[config.mk]
export PLATFORM = sky130hd
export DESIGN_NAME = iter_div
export DESIGN_NICKNAME = d
export VERILOG_FILES = /design/src/rtl/div_pkg.sv /design/src/rtl/div_step.sv /design/src/rtl/iter_div.sv
export SDC_FILE = /design/constraint.sdc
export NUM_CORES = 1
export LEC_CHECK = 0
export CAP_MARGIN = 15
export CORE_MARGIN = 2
export CORE_UTILIZATION = 50
export CTS_CLUSTER_SIZE = 12
export DETAILED_ROUTE_END_ITERATION = 12
export GPL_ROUTABILITY_DRIVEN = 0
export PLACE_DENSITY = 0.86
export SYNTH_ARGS = -nofsm -noshare
export SYNTH_HDL_FRONTEND = slang
export SYNTH_SLANG_ARGS = --single-unit
[constraint.sdc]
create_clock -name aclk -period 9.3 [get_ports aclk]
set_input_delay 2.325 -clock aclk [delete_from_list [all_inputs] [get_ports aclk]]
set_output_delay 2.325 -clock aclk [all_outputs]
set_load 0.01 [all_outputs]
[src/rtl/div_pkg.sv]
// Shared types and helpers for the iterative divider: FSM state encoding,
// request/response records at the default MDU width, and the counter-width helper.
package div_pkg;

  typedef enum logic [2:0] {
    IDLE  = 3'd0,
    PREP  = 3'd1,
    ITER  = 3'd2,
    FIXUP = 3'd3,
    DONE  = 3'd4
  } div_state_e;

  localparam int DIV_WIDTH = 32;

  // Counter must hold the value WIDTH itself, hence WIDTH+1.
  function automatic int div_cnt_w(input int width);
    return $clog2(width + 1);
  endfunction

  localparam int DIV_CNT_W = div_cnt_w(DIV_WIDTH);

  typedef struct packed {
    logic                 is_signed;
    logic [DIV_WIDTH-1:0] dividend;
    logic [DIV_WIDTH-1:0] divisor;
  } div_req_t;

  typedef struct packed {
    logic [DIV_WIDTH-1:0] quotient;
    logic [DIV_WIDTH-1:0] remainder;
    logic                 div_by_zero;
  } div_rsp_t;

endpackage

[src/rtl/div_step.sv]
// One combinational radix-2 restoring step: shift the next dividend bit into
// the partial remainder and subtract the divisor if it fits.
module div_step #(
  parameter int WIDTH = 32
) (
  input  logic [WIDTH-1:0] rem,
  input  logic             dvd_msb,
  input  logic [WIDTH-1:0] dvs,
  output logic [WIDTH-1:0] rem_next,
  output logic             qbit
);

  logic [WIDTH:0]   rem_sh;
  logic [WIDTH-1:0] rem_diff;

  // The compare is WIDTH+1 bits so divisors with the MSB set still work; when
  // it succeeds the true difference is below the divisor, so WIDTH bits suffice.
  assign rem_sh   = {rem, dvd_msb};
  assign qbit     = (rem_sh >= {1'b0, dvs});
  assign rem_diff = rem_sh[WIDTH-1:0] - dvs;
  assign rem_next = qbit ? rem_diff : rem_sh[WIDTH-1:0];

endmodule

[src/rtl/iter_div.sv]
// Multi-cycle radix-2 restoring divider with signed/unsigned mode, flush and a
// divide-by-zero fast path. Handshakes: a transfer happens on a rising edge where valid & ready.
module iter_div
  import div_pkg::*;
#(
  parameter int WIDTH = 32,
  parameter int CNT_W = div_cnt_w(WIDTH)
) (
  input  logic             aclk,
  input  logic             areset,
  input  logic             flush,
  input  logic             in_valid,
  output logic             in_ready,
  input  logic             in_signed,
  input  logic [WIDTH-1:0] dividend,
  input  logic [WIDTH-1:0] divisor,
  output logic             out_valid,
  input  logic             out_ready,
  output logic [WIDTH-1:0] quotient,
  output logic [WIDTH-1:0] remainder,
  output logic             div_by_zero,
  output div_state_e       dbg_state
);

  div_state_e       state_q, state_d;
  // qd_q holds the dividend, shifting out MSB-first while quotient bits shift in.
  logic [WIDTH-1:0] qd_q, qd_d;
  logic [WIDTH-1:0] dvs_q, dvs_d;
  logic [WIDTH-1:0] rem_q, rem_d;
  logic [CNT_W-1:0] cnt_q, cnt_d;
  logic             sgn_q, sgn_d;
  logic             q_neg_q, q_neg_d;
  logic             r_neg_q, r_neg_d;
  logic             dbz_q, dbz_d;

  logic             accept;
  logic             dvd_neg, dvs_neg;
  logic [WIDTH-1:0] dvd_abs, dvs_abs;
  logic [WIDTH-1:0] step_rem;
  logic             step_qbit;

  assign in_ready  = ~flush & ((state_q == IDLE) | ((state_q == DONE) & out_ready));
  assign accept    = in_valid & in_ready;
  assign out_valid = (state_q == DONE);
  assign quotient  = qd_q;
  assign remainder = rem_q;
  assign div_by_zero = dbz_q;
  assign dbg_state = state_q;

  assign dvd_neg = sgn_q & qd_q[WIDTH-1];
  assign dvs_neg = sgn_q & dvs_q[WIDTH-1];
  assign dvd_abs = dvd_neg ? -qd_q : qd_q;
  assign dvs_abs = dvs_neg ? -dvs_q : dvs_q;

  div_step #(.WIDTH(WIDTH)) u_step (
    .rem      (rem_q),
    .dvd_msb  (qd_q[WIDTH-1]),
    .dvs      (dvs_q),
    .rem_next (step_rem),
    .qbit     (step_qbit)
  );

  always_comb begin
    state_d = state_q;
    qd_d    = qd_q;
    dvs_d   = dvs_q;
    rem_d   = rem_q;
    cnt_d   = cnt_q;
    sgn_d   = sgn_q;
    q_neg_d = q_neg_q;
    r_neg_d = r_neg_q;
    dbz_d   = dbz_q;

    case (state_q)
      IDLE, DONE: begin
        if (accept) begin
          qd_d    = dividend;
          dvs_d   = divisor;
          sgn_d   = in_signed;
          dbz_d   = 1'b0;
          state_d = PREP;
        end else if (state_q == DONE && out_ready) begin
          state_d = IDLE;
        end
      end
      PREP: begin
        if (dvs_q == '0) begin
          rem_d   = qd_q;
          qd_d    = '1;
          dbz_d   = 1'b1;
          state_d = DONE;
        end else begin
          qd_d    = dvd_abs;
          dvs_d   = dvs_abs;
          q_neg_d = dvd_neg ^ dvs_neg;
          r_neg_d = dvd_neg;
          rem_d   = '0;
          cnt_d   = CNT_W'(WIDTH);
          state_d = ITER;
        end
      end
      ITER: begin
        rem_d = step_rem;
        qd_d  = {qd_q[WIDTH-2:0], step_qbit};
        cnt_d = cnt_q - CNT_W'(1);
        if (cnt_q == CNT_W'(1)) state_d = FIXUP;
      end
      FIXUP: begin
        if (q_neg_q) qd_d = -qd_q;
        if (r_neg_q) rem_d = -rem_q;
        state_d = DONE;
      end
      default: state_d = IDLE;
    endcase

    if (flush) state_d = IDLE;
  end

  always_ff @(posedge aclk or posedge areset) begin
    if (areset) begin
      state_q <= IDLE;
      qd_q    <= '0;
      dvs_q   <= '0;
      rem_q   <= '0;
      cnt_q   <= '0;
      sgn_q   <= 1'b0;
      q_neg_q <= 1'b0;
      r_neg_q <= 1'b0;
      dbz_q   <= 1'b0;
    end else begin
      state_q <= state_d;
      qd_q    <= qd_d;
      dvs_q   <= dvs_d;
      rem_q   <= rem_d;
      cnt_q   <= cnt_d;
      sgn_q   <= sgn_d;
      q_neg_q <= q_neg_d;
      r_neg_q <= r_neg_d;
      dbz_q   <= dbz_d;
    end
  end

endmodule

* Word-level counts from Yosys, hierarchy flattened
Cells that the tools add are included.
** Operators by class
- Add/sub/neg operators :: 5
- Multiply operators :: 0
- Divide/modulo/power cells :: 0
- Order comparisons :: 1
- Equal/unequal tests :: 14
- Shift operators :: 0
- Mux-type cells :: 24
- Bitwise logic cells :: 9
- Reductions and logical operators :: 16
** Operator list (number)
- 32-bit 2-to-1 mux :: 10
- 32-bit one-hot mux with 4 select lines :: 1
- 32-bit negator :: 3
- 32-bit one-hot mux with 3 select lines :: 1
- 32-bit one-hot mux with 2 select lines :: 1
- 33-bit by 32-bit >= comparator with 1-bit output :: 1
- 32-bit zero test :: 1
- 32-bit subtractor :: 1
- 3-bit 2-to-1 mux :: 5
- 2-bit != test, second input constant :: 6
- 3-bit one-hot mux with 4 select lines :: 1
- 6-bit one-hot mux with 2 select lines :: 1
- 2-bit AND reduction :: 5
- 4-bit AND reduction :: 2
- 3-bit by 2-bit == test with 1-bit output, second input constant :: 2
- 6-bit by 1-bit == test with 1-bit output, second input constant :: 1
- 6-bit 2-to-1 mux :: 1
- 3-bit != test, second input constant :: 2
- 6-bit by 1-bit subtractor with 6-bit output, second input constant :: 1
- 1-bit AND :: 5
- 4-bit != test, second input constant :: 1
- 2-bit nonzero test :: 2
- 4-bit nonzero test :: 1
- 3-bit by 1-bit == test with 1-bit output, second input constant :: 1
- 11 further kinds :: 13
** Word-level totals
- Register bits :: 109
- Latch bits :: 0
- Memory bits (writable) :: 0
- Bits in read-only memories :: 0
- Input bits :: 70
- Output and inout bits :: 70
- Logic and storage cells :: 78
- Memories :: 0

* Depth between registers and ports, before layout
Gate-level depths: netlist (run 1).
- Depth in word-level cells :: 8
- Mapped depth :: 14

* Hierarchy
From an unflattened synthesis (run 1), not the netlist that was laid out.
** Unflattened totals
- Cells, all modules :: 1279
- Area, all modules :: 9851.9 sq um
** By module, submodules not included
- iter_div :: instances 1, cells each 940, area each 7513.5 sq um
- div_step :: instances 1, cells each 339, area each 2338.5 sq um

* Worst setup path before layout (run 1)
Ideal clock, no wire load.
- Kind :: input port to output port
- Start point :: input port flush
- End point :: output port in_ready
- Arrival :: 2.674 ns
- Slack :: 4.301 ns
- Stages on the path :: 1
- Cells stage by stage :: nor3_1
** On the way
- Word-level cells in the longest chain between the ends :: 2
** Ends and longest elaborated chain
- from (decl) :: line iter_div.sv:11 : input logic flush,
- 1-bit inverter :: line iter_div.sv:42 : assign in_ready = ~flush & ((state_q == IDLE) | ((state_q == DONE) & out_ready));
- 1-bit AND :: line iter_div.sv:42
- to (decl) :: line iter_div.sv:13 : output logic in_ready,
Every way passes these cells.

* Worst setup path after layout (run 1)
- Start point :: input port out_ready
- End point :: output port in_ready
** On the way
- Word-level cells in the longest chain between the ends :: 3
** Ends and longest elaborated chain
- from (decl) :: line iter_div.sv:18 : input logic out_ready,
- 1-bit AND :: line iter_div.sv:42
- 1-bit OR :: line iter_div.sv:42
- 1-bit AND :: line iter_div.sv:42
Every way passes these cells.

==> results of run 1 <==
-- stage by stage --
step / hold WS, ps / instance area (um2) / utilization (%)
final: 490 / 11300 / 60.7
after global routing: 518 / 11300 / 60.7
after CTS: 486 / 11300 / 60.7
after detailed placement: 470 / 11000 / 59.0
after global placement: 455 / 11000 / 59.0
after floorplan: 439 / 9560 / -
-- registers in the layout (all words and copies together), names as in the netlist --
register	flops
sgn_q	1
q_neg_q	1
div_by_zero	1
dvs_q	32
cnt_q	6
dbg_state	3
r_neg_q	1
remainder	32
quotient	32
-- synthesized netlist by cell type, drive strengths merged, types with 6 or more instances --
master	instances
nand4	6
o31ai	13
nor4	23
or3	16
or2	9
o21bai	6
or4	12
a21o	17
a22oi	20
and2	12
nand3	22
a221o	6
o211ai	8
ha	37
a21oi	133
a31oi	22
o22ai	30
nor3	66
and3	8
o221ai	11
clkbuf	67
a211oi	23
nor2	115
nand2	113
mux2i	8
a221oi	19
o21a	7
o311ai	8
o21ai	109
inv	62
nor3b	7
dfrtp	109
buf	18
xnor2	25
xor2	21
-- layer usage --
| layer | up-vias | share of wire [%] | global-route usage (%) |
|---|---|---|---|
| met4 | 0 | 5.5 | 18.7 |
| met5 | - | 0 | 0 |
| met1 | 5057 | 38 | 40.8 |
| met3 | 155 | 9.1 | 4.64 |
| met2 | 694 | 47 | 51.9 |
| li1 | 4839 | - | - |
-- worst max path at each step --
stage / start / end / slack [ps]
detailed placement: out_ready / in_ready / 3330
floorplan: areset / cnt_q[0] / 4100
global placement: out_ready / in_ready / 3350
finish: out_ready / in_ready / 3320
CTS: out_ready / in_ready / 3320
global route: out_ready / in_ready / 3260
-- kinds of logic after synthesis --
family / count (synthesis) / synth area share [%]
AOI/OAI and AO/OA: 469 / 31.8
adders and majority gates: 38 / 5.05
DFF: 109 / 28.5
muxes: 13 / 1.43
xor gates and xnor gates: 46 / 4.21
and+or+nand+nor: 429 / 22.8
buffers and inverters: 147 / 6.16
-- worst max-delay path, cell delays in order --
cell and delay (ps):
clkdlybuf4s50_1 480, nor2_1 60, nor3_1 210, clkdlybuf4s50_1 580
-- placed cells by master, fill, tap and decap left out, drive strengths merged, types with 23 or more instances in the layout --
cell type	synthesis	final
clkdlybuf4s50	0	139
o22ai	30	30
dfrtp	109	109
ha	37	37
a21oi	133	133
inv	62	65
nor3	66	66
o21ai	109	109
nor4	23	23
nor2	115	115
a211oi	23	23
xnor2	25	25
nand2	113	113
-- cell type report --
cell class,count,area [um2],share of cell area (%)
clock buffer,10,239,2.11
timing repair buffer,155,1510,13.3
clock inverter,6,78.8,0.695
inverter,62,235,2.07
sequential,109,2730,24.0
tap,234,293,2.58
multi-input combinational,995,6260,55.2
-- power groups by stage --
| stage | combinational [mW] | sequential, mW | clock, mW |
|---|---|---|---|
| finish | 2.30 | 1.10 | 0.429 |
| detailed placement | 2.24 | 1.08 | 0 |
| global placement | 2.18 | 1.07 | 0 |
| global route | 2.51 | 1.12 | 0.449 |
| floorplan | 1.58 | 0.966 | 0 |
| CTS | 2.26 | 1.07 | 0.429 |
==> impl_summary.md, run 1 <==
Power and ir drop
Per report_power, the clock group accounts for between 10% and 20% of the total. VDD sags by at most between 0.1 and 0.15 mV. Summed over all cells, the static leakage comes to between 4 and 5 nW.

The part of the power in combinational logic is about three fifths. Sequential cells account for approximately 29% of the total power. The power density over the cells is 337 nW/um2. The net switching power of the design is 1.95 mW. The switching fraction of total power is 50.9%. The total internal power is 1.88 mW. After layout, the design draws a total of about 3.8 mW.

Die
Row generation in the floorplan step produced 50 rows. The overall die area is 20200 um2. The area of the core region is around 19000 um2.

The chip height is between 100 and 150 um. Pin placement for this block handled between 100 and 150 I/O pins. The die is about 140 um wide. For this configuration, the core starts out at a cell density of between 50% and 60%.

Synth
The top cell type by area accounts for between 20% and 30% of the synthesized area. The post-synthesis cell count is ~1300. The number of different library cells in the post-synthesis netlist is a little over 80.

The number of flops mapped to enable cells by yosys is 0. The number of warnings issued by yosys is 0. The async set-or-reset flop fraction in the synthesized netlist is 100%. Averaged over all synthesized cells, the footprint is around 7.6 um2. In the post-synthesis netlist, the biggest area contributors are dfrtp_1 (29%), a21oi_1 (6.9%), ha_1 (4.8%). The most used flip-flop cell after synthesis is dfrtp_1.

The library cell occupying the most area in the post-synthesis netlist is dfrtp_1. The sequential cell area fraction in the yosys report is 28.5%. The cell area that synthesis handed to floorplanning was 9560 um2.

The post-synthesis register bit count is 109. The net count after synthesis is approximately 1400.

STA
Setup repair after global routing left no endpoint under its margin. Setup violations remaining at the end of the flow were counted as 0. The total negative slack for setup checks is 0 ps.

The maximum clock skew at final layout is between 9 and 10 ps. The time the final worst path needs with I/O delays and setup is 5980 ps. Static timing analysis puts the maximum clock frequency at about 170 MHz. The fraction of the cycle the final worst path needs is between 60% and 70%. The number of hold violations in the final report is 0. Setup slack on the critical path of the routed design comes to 3320 ps. The worst slew margin relative to its limit is 24.4%. The transition time at the pin with the least slew margin is approximately 1100 ps. The max-slew violation count is 0.

Clock tree
In this run the deepest clock path goes through 2 buffers. In this run the clock root is driven by a clkbuf_16. The number of gates resized after CTS was 0. TritonCTS built the clock tree. The clock latency on the worst-skew pair is 370 ps. The clock input transition at the sequential cells of the worst setup and hold paths is about 80 ps. The TritonCTS buffer count is 9. The buffer count from post-CTS setup fixing is 0. Buffers inserted to repair hold after CTS numbered 0. The H-tree was split into 3 levels. Clock tree synthesis found a total of between 100 and 150 sinks.

Detailed routing
The count of unresolved DRC violations after routing is 0. The detailed router finished its first iteration with 1590 violations. The detailed-route vias per instance is slightly below 7.

The detailed-routing iteration count for the pre-antenna-repair pass is 9. Dividing the detail-routed wire length by the instance count gives 20.8 um. The count of nets left with antenna violations once routing finished came out at 0. After detailed routing, the total wire length is 32600 um.

The detailed router placed 10700 vias in this run.

Min path
The class of the most critical hold timing path is flip-flop to flip-flop. Along the worst hold path, the cell count comes to 1. For hold timing, the worst endpoint is cnt_q[5].

The worst hold path begins at cnt_q[5].

Finish
The filler cells instantiated in the layout total about 1600. The area growth from synthesis to layout is 18.7%. The diode insertion count for antenna repair is 0.

The share of cells above drive strength 1 is about 5.8%. The number of standard cells in the final layout excluding fillers is 1571. After the last flow step, the layout net total stands at about 1400.

Global routing
The global-route wire length before repair is between 50000 and 60000 um. The total overflow reported by the global router is 0. The largest net degree at the start of global routing is 60. The via count of the first global-routing pass was ~10000. The initial antenna violation count was 0.

The global-route usage over all layers is 32.0%.

Placed design
Detailed placement finished with a half-perimeter wire length of 22900 um. The count of port buffers added during placement is 139. Once placement completed, the tool counted placed cells totaling between 1500 and 2000. Before CTS, the worst setup slack after placement is between 3000 and 4000 ps.

Worst setup path
STA puts the critical path data required time at about 7000 ps. The startpoint-to-endpoint class of the critical path is input port to output pin. The endpoint of the worst register-to-register path is quotient[10]. For the worst setup path, the data arrival time is roughly 3700 ps. The register-to-register path setup slack is between 5000 and 6000 ps. STA classifies the critical path endpoint as an output pin. The worst setup path is launched from an input port. The worst register-to-register path begins at dvs_q[1]. The depth of the worst register-to-register path is 10. The maximum net fanout on the critical path is 2.

Outcome
The run finished with clean final reports.

Run
The number of maximum-capacitance constraint violations is 0.
Note: power is estimated with default switching activity, not from simulation.
==> run 2: changes to the inputs <==
clock period = 5.6 ns   (was 9.3 ns; I/O delays follow)
==> run 2 against run 1 <==
  * Count of clock-buffer cells in the layout is 1 lower
  * Register-to-register slack worse by 3500 ps
  * Non-clock buffer count up 5
  * Global-route usage decreased by 0.77 points
  * Utilization grew 0.074 points
  * Die area unchanged
  * Flip-flop and latch count stayed put
==> impl_summary.md, run 2 (synthesized netlist as in run 1, its figures left out) <==
Clock tree
The clock latency on the worst-skew pair is 370 ps. The number of hold buffers added after CTS was 0. The H-tree was split into 3 levels. The master cell of the clock root buffer is clkbuf_16. The clock passes through at most 2 buffers. After clock tree synthesis, the setup repair step added 0 buffers. In this run, CTS created clock tree buffers numbering 9.

After clock tree synthesis, the clock-pin slew on the worst setup and hold paths is about 80 ps. The CTS tree is yes. Post-CTS repair changed the size of 0 cells.

The clock net sink count is 109.

Global routing
The initial antenna violation count is 0. Summed over all layers, the global routing overflow is 0. The first global-routing pass estimated 50600 um of wire. The largest net degree at the start of global routing is 64. The via count of the first global-routing pass is about 10000.

The global-route usage over all layers is between 30% and 40%.

Die
Once the floorplan was initialized, standard cells occupied roughly 51% of the core. During I/O placement, the number of pins put on the boundary was 140. The number of rows created at floorplan is 50. The overall die area is between 20000 and 25000 um2. From bottom edge to top edge, the die measures about 140 um.

The floorplan die width is 142 um. The area of the core region is 18700 um2.

STA
The total setup violations reported at the end of the flow is 0. The maximum frequency from static timing analysis is between 200 and 250 MHz. The fraction of the cycle the final worst path needs is between 70% and 80%. The max-slew violation count was 0. The total negative slack for setup checks is 0 ps. The transition time at the pin with the least slew margin is roughly 1200 ps. The worst pin sits at a relative slew slack of 20.3%. The time the final worst path needs with I/O delays and setup is between 4000 and 5000 ps. The number of hold violations in the final report is 0. Hold timing on the final database bottoms out at a slack of slightly below 500 ps. Setup repair after global routing left no endpoint under its margin. The clock arrives with between 10 and 15 ps of skew.

Finish
Leaving out fill and tap cells, the most frequent cell in the layout is clkdlybuf4s50_1. After routing the design area is between 10000 and 15000 um2. The net count reported at finish is about 1400. Counting the fill cells in the layout gives ~1600.

The diode insertion count for antenna repair is 0. The finished layout holds 1575 standard cells, fillers aside. Leaving out fill and tap cells, the most frequent cells in the layout are clkdlybuf4s50_1 (139), a21oi_1 (131), nand2_1 (111), nor2_1 (111), dfrtp_1 (109). In the final layout, the share of cells above drive strength 1 is about 6%.

The final core utilization is about three fifths. The area growth from synthesis to layout is 18.8%.

Worst setup path
The maximum net fanout on the critical path is 2. For this design, the slowest cell found on the critical path is clkdlybuf4s50_1. The critical path contains buffers and inverters numbering 2 combined. STA puts the critical path data arrival time at ~2800 ps.

The required time at the worst-slack endpoint is around 4200 ps. The capturing element type of the critical path is an output pin. Walking the worst path, the cells encountered are clkdlybuf4s50_1, nor2_1, nor3_1, clkdlybuf4s50_1.

The family with the most delay on the worst path is buffers and inverters. The number of gates on the worst path with buffers counted is 4. The maximum single-stage delay on the critical path is 630 ps. The cell that appears most often on the critical path is clkdlybuf4s50_1. The worst setup path is of the input port to output pin kind. The worst setup path is launched from an input port. The number of cells on the worst reg-to-reg path is 10.

Power and ir drop
Dividing total power by cell area gives a power density of between 500 and 600 nW/um2. The leakage power is around 4.5 nW. IR analysis of the VDD net gives a maximum drop of 0.291 mV.

Detailed routing
Across all layers, the routed design uses between 10000 and 15000 vias. The total wirelength of the detailed-routed design is 32200 um. The pre-antenna-repair detailed-routing pass consisted of 5 iterations. The antenna violation net count after detailed routing is 0. For this block, the initial DRC count from the detailed router was about 1500. In the routed design, unresolved DRC markers number 0. The post-detailed-route wirelength per cell is approximately 20 um. After detailed routing, the number of vias per cell comes to a little under 7.

Placed design
The count of port buffers added during placement is 139. The area of placed instances is 11100 um2. The half-perimeter wire length of the detailed placement result is 23000 um. Including well taps, the total number of placed cells is 1560.

Outcome
The flow ran to the end, and the final reports show no timing, DRC or antenna violations.

Min path
Counting instances, the worst hold path has a depth of 1. The class of the most critical hold timing path is flip-flop to flip-flop.

Run
The tool flagged a number of max-cap violations equal to 0.
[run 2: cell types whose count changed in the layout (fill, tap and decap cells not counted)]
cell | previous run | this run
inv_8 | 2 | 1
inv_6 | 1 | 2
clkinv_2 | 0 | 2
clkinv_4 | 2 | 0
clkbuf_8 | 1 | 0
buf_4 | 16 | 21
[run 2: where the power goes]
group          total [mW]  leakage, nW  internal [mW]  switching [mW]
clock network       0.687        0.148          0.351           0.336
logic                3.81         3.01           1.64            2.17
registers            1.82         1.35           1.11           0.704
[run 2: cell type report]
cell class	count	area (um2)	share of cell area, %
clock buffers	9	225	1.98
clock inverters	6	68.8	0.606
inverters	62	235	2.07
multi-input cells	995	6260	55.1
flip-flops and latches	109	2730	24.0
well taps	234	293	2.58
repair buffers	160	1550	13.6
[run 2: final timing paths]
kind	start	to	slack, ps
max	out_ready	in_ready	1370
min	cnt_q[5]	cnt_q[5]	500
max reg2reg	dvs_q[1]	quotient[10]	1600
min reg2reg	cnt_q[5]	cnt_q[5]	500
max in group asynchronous	areset	remainder[28]	3160
min in group asynchronous	areset	dvs_q[26]	1550
[run 2: worst reg2reg max path, cell delays in order (launching register included)]
cell and delay (ps):
dfrtp_1 390, inv_1 140, ha_1 240, or3b_1 470, nor4_4 600, nand4_4 320, nor3_2 240, nor2_2 140
a221oi_4 870, o21ai_0 220, a22o_1 280
[run 2: per-layer routing]
layer | wire [um] | vias up | global-route usage, %
li1 | - | 4845 | -
met1 | 12600 | 5117 | 40.9
met2 | 15400 | 708 | 50.5
met3 | 2880 | 121 | 4.88
met4 | 1410 | 0 | 15.5
met5 | 0 | - | 0
[run 2: metrics by stage]
stage	power, mW	setup slack, ps
finish	6.32	1370
global route	6.72	1330
CTS	6.22	1440
detailed placement	5.51	1440
global placement	5.41	1480
floorplan	4.24	1330
==> run 3: changes to the inputs <==
PLACE_DENSITY = 0.89   (was 0.86)
clock period = 3.65 ns   (was 5.6 ns; I/O delays follow)
==> run 3 against run 2 <==
  * Clock skew is 3.8 ps lower
  * Critical path type is now flip-flop to flip-flop
  * Highest routed layer unchanged
  * Flip-flop and latch count stayed put
  * Non-clock buffer count is 30 higher
  * Critical path depth is 7 higher
  * Power is 57% higher
  * Register-to-register slack worse by 1500 ps
==> impl_summary.md, run 3 (synthesized netlist as in run 1, its figures left out) <==
Clock tree
The clock tree synthesis step divided the H-tree into 3 levels. The post-CTS resize count is 0. The master cell of the clock root buffer is clkbuf_16. The clock latency on the worst-skew pair is roughly 370 ps. The TritonCTS buffer count is 9. The clock net sink count is 109. The clock input transition at the sequential cells of the worst setup and hold paths is about 80 ps. TritonCTS built the clock tree. The longest clock path from root to sink contains 2 buffers. Post-CTS timing repair inserted 0 buffers for setup. After clock tree synthesis, the flow added hold-fix buffers numbering 0.

Min path
The source of the worst hold timing path is cnt_q[5]. Along the worst hold path, the cell count comes to 1. The end point of the worst hold path is cnt_q[5]. The class of the most critical hold timing path is flip-flop to flip-flop.

Finish
The final core utilization is 62.1%. The share of cells above drive strength 1 is around 8.1%. The most common cell after layout, fill and taps aside is clkdlybuf4s50_1. The cell area after layout is 11600 um2. The count of cells in the finished layout, fillers not included, comes to 1605. The number of antenna diodes in the final layout is 0. The area growth from synthesis to layout is 21.5%. After the last flow step, the layout net total stands at approximately 1500. In the layout the commonest cells are clkdlybuf4s50_1 (139), a21oi_1 (131), nand2_1 (111), nor2_1 (111), dfrtp_1 (109).

Worst setup path
The launching point of the worst reg2reg path is dvs_q[1]. The endpoint of the worst register-to-register path is quotient[6]. The startpoint-to-endpoint class of the critical path is flip-flop to flip-flop. STA puts the critical path data required time at 3910 ps. The maximum net fanout on the critical path is 14.

The worst register-to-register path has a depth of 11. On the critical path, the stage with the largest delay is an instance of a221oi_4. Walking the worst path, the cells encountered are inv_1, ha_1, or3b_1, nor4_4, nand4_4, nor3_2, nor2_2, a221oi_4, buf_4, nand2_1, a22o_1. The setup check on the worst reg-to-reg path leaves a slack of about 80 ps. The worst setup path is launched from a flip-flop.

The maximum single-stage delay on the critical path is between 600 and 700 ps. The worst endpoint data arrival time is 3830 ps. The capturing element type of the critical path is a flip-flop.

STA
The maximum clock skew at final layout is between 9 and 10 ps. The time the final worst path needs with I/O delays and setup is 3570 ps. For this run, the top clock speed supported by timing is around 280 MHz.

The fraction of the cycle the final worst path needs is 97.8%. Measured against its own limit, the worst slew margin works out to 35.0%. At the pin with the least slew margin, the transition time is slightly below 1000 ps. The max-slew violation count is 0. The setup slack of the critical path after layout is 79.3 ps. Setup repair after global routing left no endpoint under its margin. Hold is met by roughly 510 ps. The total setup violations reported at the end of the flow is 0. The number of hold violations in the final report is 0. The total negative slack for setup checks is 0 ps.

Die
The die covers roughly 20000 um2. For this configuration, the core starts out at a cell density of 51.1%. The number of rows created at floorplan is 50. The floorplan die width is 142 um. 140 I/O pins were placed. The core region is approximately 19000 um2. The chip height is between 100 and 150 um.

Detailed routing
In the routed design, unresolved DRC markers number 0. The total number of vias is approximately 11000. Once detail routing completed, the nets flagged for antenna violations numbered 0. The number of DRC markers after the initial detailed-route iteration is roughly 1800.

The final layout contains routed wiring with a total length of 33600 um. The detailed-routing iteration count for the pre-antenna-repair pass is 7. In the final routed layout, each cell accounts on average for 20.9 um. After detailed routing, the number of vias per cell comes to ~6.9.

Global routing
The initial antenna violation count came to 0. Entering global routing, the biggest net connects 45 pins. The first global-routing pass estimated between 50000 and 60000 um of wire. The via count of the first global-routing pass is approximately 10000. The total overflow reported by the global router is 0. The global-route usage over all layers is 32.7%.

Placed design
The HPWL after detailed placement is ~24000 um. The number of placed instances, taps included is 1590. After detailed placement, the total cell area comes to 11300 um2. The count of buffers added on input and output ports is ~140.

The setup slack after placement is between 150 and 200 ps.

Power and ir drop
The total internal power is about 4.9 mW. The analysis attributes to cell leakage a power of approximately 4.7 nW. The net switching power of the design is between 5 and 6 mW. In this run the power density over the cells is between 800 and 900 nW/um2.

Combinational logic is responsible for a little under two thirds of the overall power. The clock network burns around 10% of the power. Net switching is between 50% and 60% of the power.

Power comes to ~9.9 mW. Sequential cells account for 26.6% of the total power. The maximum vdd drop is between 0.4 and 0.5 mV.

Outcome
The run finished with clean final reports.

Run
Across the run, the number of max-cap violations was 0.
run 3: changes by cell type in the layout (fill, tap and decap cells not counted):
| cell | change |
|---|---|
| buf_4 | +26 |
| buf_12 | +4 |
| clkinvlp_4 | +2 |
| bufinv_16 | -1 |
| clkbuf_8 | +1 |
| inv_4 | -1 |
| inv_8 | -1 |
| nand2b_1 | +1 |
| nand2b_2 | -1 |
run 3: worst max path at each step:
| stage | start | to | slack [ps] | cells after the start |
|---|---|---|---|---|
| final | dvs_q[1] | quotient[6] | 80 | 11 |
| after floorplan | remainder[10] | remainder[3] | 420 | 11 |
| after global placement | dvs_q[1] | quotient[6] | 290 | 11 |
| after CTS | dvs_q[1] | quotient[6] | 170 | 11 |
| after detailed placement | dvs_q[1] | quotient[6] | 190 | 11 |
| after global routing | dvs_q[1] | quotient[6] | 4 | 11 |
run 3: metal layers:
metal | global-route usage (%) | share of wire, % | routed length (um)
met4 | 19.9 | 5.7 | 1920
met2 | 52.9 | 48 | 16000
met5 | 0 | 0 | 0
met1 | 42.3 | 37 | 12500
met3 | 3.26 | 9.3 | 3110
run 3: power by group through the flow:
| stage | Clock (mW) | Combinational (mW) | Sequential [mW] |
|---|---|---|---|
| after floorplan | 0 | 4.04 | 2.46 |
| after global placement | 0 | 5.91 | 2.59 |
| after detailed placement | 0 | 6.10 | 2.61 |
| after CTS | 0.977 | 6.15 | 2.59 |
| after global routing | 1.03 | 6.83 | 2.70 |
| final | 0.990 | 6.30 | 2.64 |
run 3: critical path: cells and delay by family, from the launching register on:
kind / cells / cell delay (ps)
buffers and inverters: 2 / 400
AO/OA/AOI/OAI: 2 / 800
adder cells (fa/ha/maj): 1 / 200
AND/OR/NAND/NOR: 6 / 1640
flip-flops: 1 / 400
run 3: final cells by class:
class,instances,area (um2)
timing repair buffer,190,1820
sequential,109,2730
fill,1533,7090
multi-input combinational,995,6260
clock inverter,5,35.0
inverter,62,236
clock buffer,10,239
tap,234,293
